## config.mk

```make
export PLATFORM = sky130hd
export DESIGN_NAME = ad9866_port_emu
export DESIGN_NICKNAME = d
export VERILOG_FILES = /design/src/rtl/ad9866_port_emu.sv
export SDC_FILE = /design/constraint.sdc
export NUM_CORES = 1
export LEC_CHECK = 0
export CORE_MARGIN = 3
export CORE_UTILIZATION = 42
export CTS_BUF_LIST = sky130_fd_sc_hd__clkbuf_8
export DETAILED_ROUTE_END_ITERATION = 7
export GPL_ROUTABILITY_DRIVEN = 0
export PLACE_DENSITY = 0.75
export SETUP_SLACK_MARGIN = 0.1
export SLEW_MARGIN = 20
export SYNTH_ARGS = -nofsm -noshare
export SYNTH_HDL_FRONTEND = slang
export SYNTH_SLANG_ARGS = --single-unit
```

## constraint.sdc

```tcl
create_clock -name clk -period 1.9 [get_ports clk]
set_input_delay 0.19 -clock clk [delete_from_list [all_inputs] [get_ports clk]]
set_output_delay 0.19 -clock clk [all_outputs]
set_load 0.01 [all_outputs]
```

## src/rtl/ad9866_port_emu.sv

```systemverilog
// AD9866-side emulation of the full-duplex 6-bit nibble interface.
// Deframes interleaved TX nibbles into 12-bit words and sources framed RX
// nibbles from either a free-running ramp or the last decoded TX word.
module ad9866_port_emu #(
  parameter logic [11:0] RAMP_STEP = 12'd1,
  parameter logic [11:0] RAMP_INIT = 12'd0
) (
  input  logic        clk,
  input  logic        rst_n,
  input  logic [5:0]  rffe_ad9866_tx,
  input  logic        rffe_ad9866_txsync,
  input  logic        rffe_ad9866_txquiet_n,
  input  logic        rffe_ad9866_mode,
  input  logic        loopback_en,
  input  logic        err_clr,
  output logic [5:0]  rffe_ad9866_rx,
  output logic        rffe_ad9866_rxsync,
  output logic [11:0] tx_word,
  output logic        tx_valid,
  output logic [7:0]  frame_err_cnt
);

  typedef enum logic {
    PH_HI = 1'b0,
    PH_LO = 1'b1
  } ph_t;

  ph_t         ph, ph_nxt;
  logic [11:0] ramp;
  logic [11:0] src_lat;
  logic [11:0] src_sel;
  logic [11:0] loop_word;

  logic [5:0]  tx_q;
  logic        txsync_q;
  logic        txquiet_n_q;
  logic [5:0]  hi_reg;
  logic        hi_valid;
  logic        frame_err;

  // RX phase register
  always_ff @(posedge clk or negedge rst_n) begin
    if (!rst_n) ph <= PH_HI;
    else        ph <= ph_nxt;
  end

  // RX phase sequencing: alternate while enabled, park on the high nibble otherwise
  always_comb begin
    ph_nxt = PH_HI;
    if (rffe_ad9866_mode)
      ph_nxt = (ph == PH_HI) ? PH_LO : PH_HI;
  end

  assign src_sel = loopback_en ? loop_word : ramp;

  // RX datapath: latch the source word on the high phase, emit its low half next
  always_ff @(posedge clk or negedge rst_n) begin
    if (!rst_n) begin
      ramp               <= RAMP_INIT;
      src_lat            <= '0;
      rffe_ad9866_rx     <= '0;
      rffe_ad9866_rxsync <= 1'b0;
    end else if (!rffe_ad9866_mode) begin
      rffe_ad9866_rx     <= '0;
      rffe_ad9866_rxsync <= 1'b0;
    end else if (ph == PH_HI) begin
      src_lat            <= src_sel;
      rffe_ad9866_rx     <= src_sel[11:6];
      rffe_ad9866_rxsync <= 1'b0;
    end else begin
      rffe_ad9866_rx     <= src_lat[5:0];
      rffe_ad9866_rxsync <= 1'b1;
      ramp               <= ramp + RAMP_STEP;
    end
  end

  // TX pin capture stage; the deframer works from these registered copies
  always_ff @(posedge clk or negedge rst_n) begin
    if (!rst_n) begin
      tx_q        <= '0;
      txsync_q    <= 1'b0;
      txquiet_n_q <= 1'b0;
    end else begin
      tx_q        <= rffe_ad9866_tx;
      txsync_q    <= rffe_ad9866_txsync;
      txquiet_n_q <= rffe_ad9866_txquiet_n;
    end
  end

  // Framing error: a second high nibble, or a low nibble with no high pending
  always_comb begin
    frame_err = 1'b0;
    if (txquiet_n_q)
      frame_err = txsync_q ? !hi_valid : hi_valid;
  end

  // TX deframer: pair high and low nibbles into a word and mirror it for loopback
  always_ff @(posedge clk or negedge rst_n) begin
    if (!rst_n) begin
      hi_reg    <= '0;
      hi_valid  <= 1'b0;
      tx_word   <= '0;
      loop_word <= '0;
      tx_valid  <= 1'b0;
    end else begin
      tx_valid <= 1'b0;
      if (!txquiet_n_q) begin
        hi_valid <= 1'b0;
      end else if (!txsync_q) begin
        hi_reg   <= tx_q;
        hi_valid <= 1'b1;
      end else if (hi_valid) begin
        tx_word   <= {hi_reg, tx_q};
        loop_word <= {hi_reg, tx_q};
        tx_valid  <= 1'b1;
        hi_valid  <= 1'b0;
      end
    end
  end

  // Saturating framing-error counter; a clear overrides a coincident error
  always_ff @(posedge clk or negedge rst_n) begin
    if (!rst_n)
      frame_err_cnt <= '0;
    else if (err_clr)
      frame_err_cnt <= '0;
    else if (frame_err && frame_err_cnt != '1)
      frame_err_cnt <= frame_err_cnt + 8'd1;
  end

endmodule

```

==> metrics.txt, run 1 <==
max-slew violations 0; CP Data Required Time 2.16 ns; critical path class flip-flop to flip-flop; Area contributors post-synth dfrtp_1 (62%), mux2_2 (8.5%), mux2i_1 (5.2%), o21ai_0 (3.2%), nand2_1 (2.8%); PwrDens 1090 mW/mm2; initial antenna violation count 0; Max VDD drop 0.481 mV; worst-margin pin slew 0.568 ns; Syn Std Cell Area 0.00250 mm2; Yosys Warn Count 0; worst min-delay path category input pin to flip-flop; Final Hold Fails 0; Total GRT Usage 14.6%; Layout Skew 0.00385 ns; die area 0.00693 mm2; Setup Viol. Count Final 0; cts bufs inserted 9; Area Growth Syn to Fin 30.6%; worst setup margin 0.130 ns; HP Start rffe_ad9866_tx[1]; buffers added on ports 40; Fin Setup TNS 0 ns; Netlist cell types 27; register area 0.00155 mm2; CP max stage delay 0.48 ns; CTS tree built; Slew HR 62.0%; Final #Nets 269; largest net degree at the start of global routing 63; Rows 27; routed vias 1652; Antenna Nets Post-Route 0; arrival time worst endpoint 2.03 ns; synthesized flop and latch total 62; area leader, netlist dfrtp_1; share of layout cells above drive strength 1 17.1%; Leak Pwr 1.48 nW; Clock Root Buffer clkbuf_8; most common cell after layout, fill and taps aside dfrtp_1; worst-skew pair later-pin latency 0.33 ns; 1st-iter DRT viols 116; Crit Reg-Reg Endpoint frame_err_cnt[5]; Multi-input gate area 926 um2; flop2flop setup slack 0.13 ns; htree depth 3; DRC errors left 0; fmax 565 MHz; die width 83.2 um; RR Startpoint txsync_q; wire length per cell 14.2 um; most frequent cells in the layout dfrtp_1 (62), clkdlybuf4s50_1 (39), nand2_1 (19), mux2_2 (19), o21ai_0 (16); GRT Residual Overflow 0; vias per std cell 5.01; Clock Path Buffers 2; Hold Crit Depth 1; status completed; # fillers 461; worst slack at placement 0.0764 ns; final HPWL from detailed placement 3230 um; Post-Syn Instances 200; I/O pins 41; Min Clock Period, post-route 1.77 ns; Worst Setup Start Kind flip-flop; slowest stage cell, crit path or4_1; number of buffers and inverters on the critical path 0; worst-path fanout max 6; Starting Density 44.4%; crit path cell chain ha_1, nand2_1, a41o_4, or4_1, a21oi_1; final period utilization 93.2%; Clock Sinks 62; CP delay by family, top simple AND/OR/NAND/NOR gates; unrepaired setup endpoints after global routing no; reg2reg path depth 5; Worst Setup End Kind flip-flop; syn_area_per_cell 12.5 um2; die height 83.2 um; DRT Wirelength 4680 um; max-cap viol count 0; Synth top area share 61.9%; largest registers loop_word x12, ramp x12, frame_err_cnt x8; hold path endpoint tx_q[1]; Ant. Diodes 0; vias in the first global route 1650; core area 0.00564 mm2; clock-pin slew on the worst setup and hold paths 0.06 ns; Syn Nets 216; register area share after synthesis 61.9%; first-pass GRT wire length 7810 um; count of TritonRoute iterations in the first routing pass 4
## worst max path at each step
stage                           from               end  slack [ns]  cells after the start
floorplan           frame_err_cnt[0]  frame_err_cnt[3]        0.30                      5
global placement            txsync_q  frame_err_cnt[5]        0.15                      5
detailed placement          txsync_q  frame_err_cnt[5]        0.08                      5
CTS                         txsync_q  frame_err_cnt[5]        0.10                      5
global route                txsync_q  frame_err_cnt[5]        0.08                      5
finish                      txsync_q  frame_err_cnt[5]        0.13                      5
## report_power, final
part | switching [mW] | total (mW) | internal, mW
logic | 0.238 | 0.600 | 0.362
registers | 0.184 | 1.71 | 1.53
clock network | 0.478 | 1.24 | 0.760
## metal layers
layer / vias to the layer above / part of all wire [%] / wire [um] / GRT usage, %
met2: 38 / 48 / 2230 / 22.2
li1: 800 / - / - / -
met3: 9 / 4.0 / 185 / 3.08
met4: 0 / 2.7 / 127 / 10.3
met1: 805 / 46 / 2140 / 18.4
met5: - / 0 / 0 / 0
## cells by family (layout without fill, tap and decap cells)
group,Yosys count,in the layout,synth area share (%)
AND/OR/NAND/NOR,55,55,11.2
XOR/XNOR,12,12,4.20
adder cells (fa/ha/maj),3,3,1.50
multiplexers,32,32,13.7
buffers and inverters,11,68,2.00
AO/OA/AOI/OAI,25,26,5.39
flip-flops,62,62,61.9
## cell type report
cell class	count	share of cell area (%)
clock buffers	10	4.21
clock inverters	6	2.37
inverters	3	0.344
multi-input cells	128	28.3
flip-flops and latches	62	47.4
well taps	72	2.75
repair buffers	49	14.6
## through the flow
| stage | instances | power (mW) | instance area, um2 | util, % | hold slack [ns] |
|---|---|---|---|---|---|
| floorplan | 200 | 1.99 | 2500 | - | -0.106 |
| global placement | 309 | 2.31 | 3000 | 53.2 | 0.219 |
| detailed placement | 309 | 2.33 | 3000 | 53.2 | 0.218 |
| CTS | 326 | 3.58 | 3230 | 57.2 | 0.272 |
| global route | 330 | 3.75 | 3270 | 58.0 | 0.271 |
| finish | 330 | 3.55 | 3270 | 58.0 | 0.287 |
## Yosys cell counts, drive strengths merged
cell type	count
xor2	6
or3	4
clkbuf	4
and4	2
buf	4
o31ai	2
nor3	1
a41o	1
nand2b	1
xnor2	6
and3	2
mux2	19
nand4	3
nor2	5
or4	2
nand2	19
inv	3
mux2i	13
ha	3
nor2b	1
o21ai	16
a21oi	6
dfrtp	62
and2	8
nand3	7
## repair_timing
item | 4_1_cts | 5_1_grt
gates cloned | 0 | 1
endpoints found under the setup margin | 1 | 2
hold buffers | 1 | 0
pin swaps | 0 | 1
hold endpoints to repair | 62 | 0
setup buffers | 0 | 3
resized for setup | 1 | 1
Power figures use the tool's default switching activity.
==> run 2, diff against run 1 <==
- CORE_ASPECT_RATIO: unset -> 0.7
==> metrics.txt, run 2 (same netlist as run 1, synthesis figures left out) <==
unrepaired setup endpoints after global routing no; Min Clock Period, post-route 1.74 ns; Starting Density 45.5%; initial antenna violation count 0; buffers added on ports 40; 1st-iter DRT viols 81; DRC errors left 0; CP Data Required Time 2.16 ns; worst-skew pair later-pin latency 0.33 ns; Rows 22; Total GRT Usage 14.8%; PwrDens 1080 mW/mm2; Worst Setup End Kind flip-flop; cts bufs inserted 9; # fillers 454; first-pass GRT wire length 7930 um; arrival time worst endpoint 2.00 ns; RR Startpoint txsync_q; die width 98.3 um; Layout Skew 0.00445 ns; Ant. Diodes 0; final core utilization 59.7%; Hold Crit Depth 1; flop2flop setup slack 0.16 ns; max-slew violations 0; final HPWL from detailed placement 3330 um; worst min-delay path category input pin to flip-flop; most frequent cells in the layout dfrtp_1 (62), clkdlybuf4s50_1 (39), mux2_2 (19); Clock Path Buffers 2; Final #Nets 270; reg2reg path depth 5; I/O pins 41; share of layout cells above drive strength 1 18.5%; Crit Reg-Reg Endpoint frame_err_cnt[5]; vias per std cell 5.04; Antenna Nets Post-Route 0; worst hold margin 0.290 ns; vias in the first global route 1615; max-cap viol count 0; Tot Pwr 3.53 mW; wire length per cell 14.5 um; Fin Setup TNS 0 ns; status completed; Leak Pwr 1.48 nW; routed vias 1669; htree depth 3; worst setup margin 0.163 ns; worst slack at placement 0.100 ns; GRT Residual Overflow 0; Worst Setup Start Kind flip-flop; core area 0.00551 mm2; Slew HR 68.6%; HP Start rffe_ad9866_tx[1]; fmax 576 MHz; Clock Sinks 62; count of TritonRoute iterations in the first routing pass 4; hold path endpoint tx_q[1]; Max VDD drop 0.648 mV; Area Growth Syn to Fin 31.2%; worst-path fanout max 7; DRT Wirelength 4810 um; critical path class flip-flop to flip-flop; CTS tree built; clock-pin slew on the worst setup and hold paths 0.07 ns; Setup Viol. Count Final 0; largest registers loop_word x12, ramp x12, frame_err_cnt x8; most common cell after layout, fill and taps aside dfrtp_1; largest net degree at the start of global routing 63; final period utilization 91.4%; worst-margin pin slew 0.471 ns; Clock Root Buffer clkbuf_8; die height 70.6 um; Final Hold Fails 0; die area 0.00694 mm2
run 2: changes by cell type in the layout (fill, tap and decap cells not counted), sizes merged:
| cell | delta |
|---|---|
| clkbuf | +3 |
| inv | -2 |
| buf | +1 |
| bufinv | -1 |
run 2: through the flow:
stage,area (um2),std cells
6_report,3290,331
5_1_grt,3290,331
4_1_cts,3250,329
3_5_place_dp,3020,312
3_3_place_gp,3020,312
2_1_floorplan,2500,200
run 2: layout make-up:
| type | instances | area, um2 | share of cell area [%] |
|---|---|---|---|
| Clock buffer | 13 | 179 | 5.45 |
| Inverter | 3 | 11.3 | 0.343 |
| Timing Repair Buffer | 50 | 485 | 14.8 |
| Multi-Input combinational cell | 128 | 928 | 28.3 |
| Sequential cell | 62 | 1550 | 47.2 |
| Clock inverter | 3 | 40.0 | 1.22 |
| Tap cell | 72 | 90.1 | 2.74 |
run 2: repair_timing:
item | CTS | global route
setup endpoints to repair | 1 | 1
setup buffers | 0 | 1
hold buffers | 1 | 0
hold endpoints to repair | 62 | 0
gates cloned | 0 | 1
gates resized for setup | 1 | 2
run 2: worst max-delay path by stage:
stage	slack (ns)	start	cells past startpoint	to
3_3_place_gp	0.15	txsync_q	5	frame_err_cnt[5]
2_1_floorplan	0.30	frame_err_cnt[0]	5	frame_err_cnt[3]
6_report	0.16	txsync_q	5	frame_err_cnt[5]
3_5_place_dp	0.10	txsync_q	5	frame_err_cnt[5]
5_1_grt	0.10	txsync_q	5	frame_err_cnt[5]
4_1_cts	0.12	txsync_q	5	frame_err_cnt[5]
run 2: worst max-delay path: stages (launching register included):
cell	delay [ns]
dfrtp_1	0.40
ha_1	0.30
nand2_2	0.07
a41o_4	0.27
or4_1	0.47
a21oi_1	0.15
run 2: power breakdown:
group / internal, mW / switching [mW]
clock network: 0.744 / 0.480
registers: 1.53 / 0.182
logic: 0.361 / 0.234
total: 2.64 / 0.896
run 2: routing by layer:
layer | vias to the layer above | GRT usage, % | part of all wire (%)
met5 | - | 0 | 0
met4 | 0 | 4.09 | 0.98
met3 | 8 | 7.00 | 6.7
met2 | 44 | 20.2 | 42
met1 | 811 | 21.2 | 51
li1 | 806 | - | -
==> run 3, diff against run 2 <==
- PLACE_DENSITY: 0.75 -> 0.62
- REMOVE_ABC_BUFFERS: unset -> 1
==> metrics.txt, run 3 (same netlist as run 1, synthesis figures left out) <==
Area Growth Syn to Fin 30.2%; Layout Skew 0.00716 ns; status completed; die width 98.3 um; 1st-iter DRT viols 57; largest net degree at the start of global routing 63; Tot Pwr 3.45 mW; wire length per cell 14.9 um; Max VDD drop 0.662 mV; Final Hold Fails 0; core area 0.00551 mm2; unrepaired setup endpoints after global routing no; worst min-delay path category input pin to flip-flop; # fillers 472; arrival time worst endpoint 1.96 ns; max-cap viol count 0; fmax 589 MHz; clock-pin slew on the worst setup and hold paths 0.07 ns; Clock Sinks 62; I/O pins 41; first-pass GRT wire length 8230 um; initial antenna violation count 0; CP Data Required Time 2.16 ns; htree depth 3; Total GRT Usage 15.6%; die height 70.6 um; worst-margin pin slew 0.462 ns; GRT Residual Overflow 0; count of TritonRoute iterations in the first routing pass 4; Worst Setup Start Kind flip-flop; PwrDens 1060 mW/mm2; final period utilization 89.3%; vias per std cell 4.97; Clock Root Buffer clkbuf_8; routed vias 1639; CP delay by family, top simple AND/OR/NAND/NOR gates; Leak Pwr 1.46 nW; cts bufs inserted 9; Clock Path Buffers 2; max-slew violations 0; Worst Setup End Kind flip-flop; DRC errors left 0; largest registers loop_word x12, ramp x12, frame_err_cnt x8; Final #Nets 269; final HPWL from detailed placement 3420 um; slowest stage cell, crit path or4_1; Starting Density 45.5%; most frequent cells in the layout dfrtp_1 (62), clkdlybuf4s50_1 (39), mux2_2 (19); worst-path fanout max 7; Slew HR 69.2%; CTS tree built; Fin Setup TNS 0 ns; die area 0.00694 mm2; Antenna Nets Post-Route 0; Ant. Diodes 0; most common cell after layout, fill and taps aside dfrtp_1; worst-skew pair later-pin latency 0.34 ns; Setup Viol. Count Final 0; share of layout cells above drive strength 1 17.4%; DRT Wirelength 4910 um; number of buffers and inverters on the critical path 0; Min Clock Period, post-route 1.70 ns; crit path cell chain and4_1, a41o_4, or4_1, a21oi_1; vias in the first global route 1631; critical path class flip-flop to flip-flop; buffers added on ports 40; Rows 22; CP max stage delay 0.46 ns
-- run 3: repair_timing --
action	CTS	global route
hold buffers	1	0
setup endpoints to repair	0	3
gates resized for setup	0	3
endpoints found under the hold margin	62	0
buffers inserted	0	1
-- run 3: power breakdown --
group	internal (mW)	switching, mW	leakage, nW	total (mW)
logic	0.362	0.238	0.574	0.600
clock network	0.665	0.476	0.108	1.14
registers	1.53	0.178	0.783	1.71
-- run 3: worst paths after layout --
path,start,end,slack [ns],cells past startpoint
worst max-delay path,frame_err_cnt[3],frame_err_cnt[5],0.20,4
worst min-delay path,rffe_ad9866_tx[1],tx_q[1],0.29,1
worst max register to register,frame_err_cnt[3],frame_err_cnt[5],0.20,4
worst min register to register,src_lat[4],src_lat[4],0.48,2
max in group asynchronous,rst_n,loop_word[7],1.23,3
min in group asynchronous,rst_n,src_lat[4],0.40,3
-- run 3: cell type report --
cell class | count | area (um2) | area share (%)
clock inverters | 5 | 50.0 | 1.53
well taps | 72 | 90.1 | 2.76
repair buffers | 49 | 478 | 14.7
multi-input cells | 128 | 928 | 28.5
clock buffers | 11 | 151 | 4.64
flip-flops and latches | 62 | 1550 | 47.6
inverters | 3 | 11.3 | 0.345
-- run 3: stage by stage --
step / util, % / setup slack (ns) / area, um2 / std cells / hold slack [ns]
6_report: 59.2 / 0.202 / 3260 / 330 / 0.288
5_1_grt: 59.2 / 0.116 / 3260 / 330 / 0.263
4_1_cts: 58.6 / 0.143 / 3230 / 328 / 0.270
3_5_place_dp: 54.8 / 0.149 / 3020 / 311 / 0.228
3_3_place_gp: 54.8 / 0.184 / 3020 / 311 / 0.227
2_1_floorplan: - / 0.207 / 2470 / 192 / -0.106
-- run 3: per-layer routing --
layer	global-route usage (%)	part of all wire, %
met4	5.45	1.4
met5	0	0
met1	22.5	51
met2	20.3	42
met3	7.49	5.6
==> RTL edit (config.mk and constraints of run 2) <==
Put one more register stage on the output `frame_err_cnt`, cleared by the reset. The value now appears one clock later. The other outputs are not delayed to match.
--- a/src/rtl/ad9866_port_emu.sv
+++ b/src/rtl/ad9866_port_emu.sv
@@ -26,2 +26,4 @@
   } ph_t;
+
+  logic [7:0] frame_err_cnt_s0;
 
@@ -123,7 +125,15 @@
     if (!rst_n)
+      frame_err_cnt_s0 <= '0;
+    else if (err_clr)
+      frame_err_cnt_s0 <= '0;
+    else if (frame_err && frame_err_cnt_s0 != '1)
+      frame_err_cnt_s0 <= frame_err_cnt_s0 + 8'd1;
+  end
+
+  always_ff @(posedge clk or negedge rst_n) begin
+    if (!rst_n) begin
       frame_err_cnt <= '0;
-    else if (err_clr)
-      frame_err_cnt <= '0;
-    else if (frame_err && frame_err_cnt != '1)
-      frame_err_cnt <= frame_err_cnt + 8'd1;
+    end else begin
+      frame_err_cnt <= frame_err_cnt_s0;
+    end
   end
Check against the original RTL: not equivalent (a bounded check fails within 4 cycles, from zero or initial values and one cycle with rst_n low).
==> RTL edit against run 2 <==
  * Synthesized cell count grew 2.5%
  * Via count grew 3.3%
  * Fmax grew 2.6%
  * Sequential cell count grew 8
  * Power grew 12%
  * Setup slack gained 44 ps
  * Wire length grew 8.3%
  * Core utilization shrank 1.2 points
  * Area after synthesis grew 9.2%
  * Design area grew 7.1%
  * Largest cell class unchanged
  * Highest routed layer unchanged
==> RTL edit: results (changes against run 2) <==
| Metric | Value |
|---|---|
| Outcome | complete, no violations |
| Sequential area share after synthesis | 64.0% (+2.1 points) |
| Cell Pwr Density | 1120 nW/µm² (+4.4%) |
| Most frequent cells after synthesis | dfrtp_1, mux2_2, nand2_1, mux2i_1, o21ai_0 |
| Cell variety after synth | 33 (+22%) |
| Data arrival, critical path | 1950 ps (-50 ps) |
| Final Non-Filler Cells | 336 (+1.5%) |
| Post-synthesis mux area share | 12.6% (-1.2 points) |
| Syn avg cell area | 13.3 µm² (+6.6%) |
| Pre-CTS WS | 223 ps (+123 ps) |
| Sequential cell power | 1.87 mW (+9%) |
| Dpl cell area | 3250 µm² (+7.6%) |
| Synth top area cells | dfrtp_1, mux2_2, mux2i_1 |
| Max FO, Critical Path | 8 (+1) |
| Inst Count DP | 319 (+2.2%) |
| Psw | 958 µW (+6.9%) |
| Tightest Pin Transition | 434 ps (-37.6 ps) |
| Syn Nets | 221 (+2.3%) |
| Global-route wire length before repair | 8790 µm (+11%) |
| # nets final | 272 (+0.74%) |
| DRT Wirelength | 5210 µm (+8.3%) |
| Peak VDD IR | 0.000584 V (-9.8%) |
| R2r setup slk | 210 ps (+40 ps) |
| Vias in the first global route | 1715 (+6.2%) |
| First-pass iteration count of the detailed router | 4 (unchanged) |
| Biggest regs | loop_word x12, ramp x12 |
| First DRT Iteration DRCs | 49 (-40%) |
| Clock Skews | 7.53 ps (+3.09 ps) |
| Vias per inst | 5.13 (+1.8%) |
| Capture point of the worst path | frame_err_cnt_s0[5] |
| Synth Area in Compound Gates | 5.35% (-0.045 points) |
| Post-Synth Adder-Cell Area | 1.37% (-0.13 points) |
| Worst hold slack | 281 ps (-8.95 ps) |
| Clock buffer depth | 2 (unchanged) |
| Share of cells above drive strength 1 | 18.4% (-0.14 points) |
| Post_cts resized | 0 (-1) |
| R2r startpoint | frame_err_cnt_s0[0] |
| Largest net degree at the start of global routing | 71 (+13%) |
[RTL edit: cell type report]
| type | instances | area [µm²] |
|---|---|---|
| fill | 474 | 2490 |
| multi-input combinational | 126 | 947 |
| clock inverter | 5 | 105 |
| inverter | 2 | 7.51 |
| tap | 75 | 93.8 |
| sequential | 70 | 1750 |
| clock buffer | 11 | 151 |
| timing repair buffer | 47 | 463 |
[RTL edit: metal layers]
layer  part of all wire, %  global-route usage [%]  vias to the layer above  wire [µm]
li1                      -                       -                      819          -
met1                    49                    21.9                      857       2540
met2                    45                    22.8                       39       2340
met3                   4.5                    4.84                        9        232
met4                   1.7                    7.86                        0         89
met5                     0                       0                        -          0
[RTL edit: repair_timing]
| action | CTS | global route |
|---|---|---|
| buffers inserted | 0 | 0 |
| hold buffers | 1 | 0 |
| endpoints found under the hold margin | 70 | 0 |
[RTL edit: critical path, stage by stage, from the launching register on]
cell and delay, ps:
dfrtp_1 430, ha_1 250, nand4_2 140, o211ai_4 130, or4_1 480, a21oi_1 180
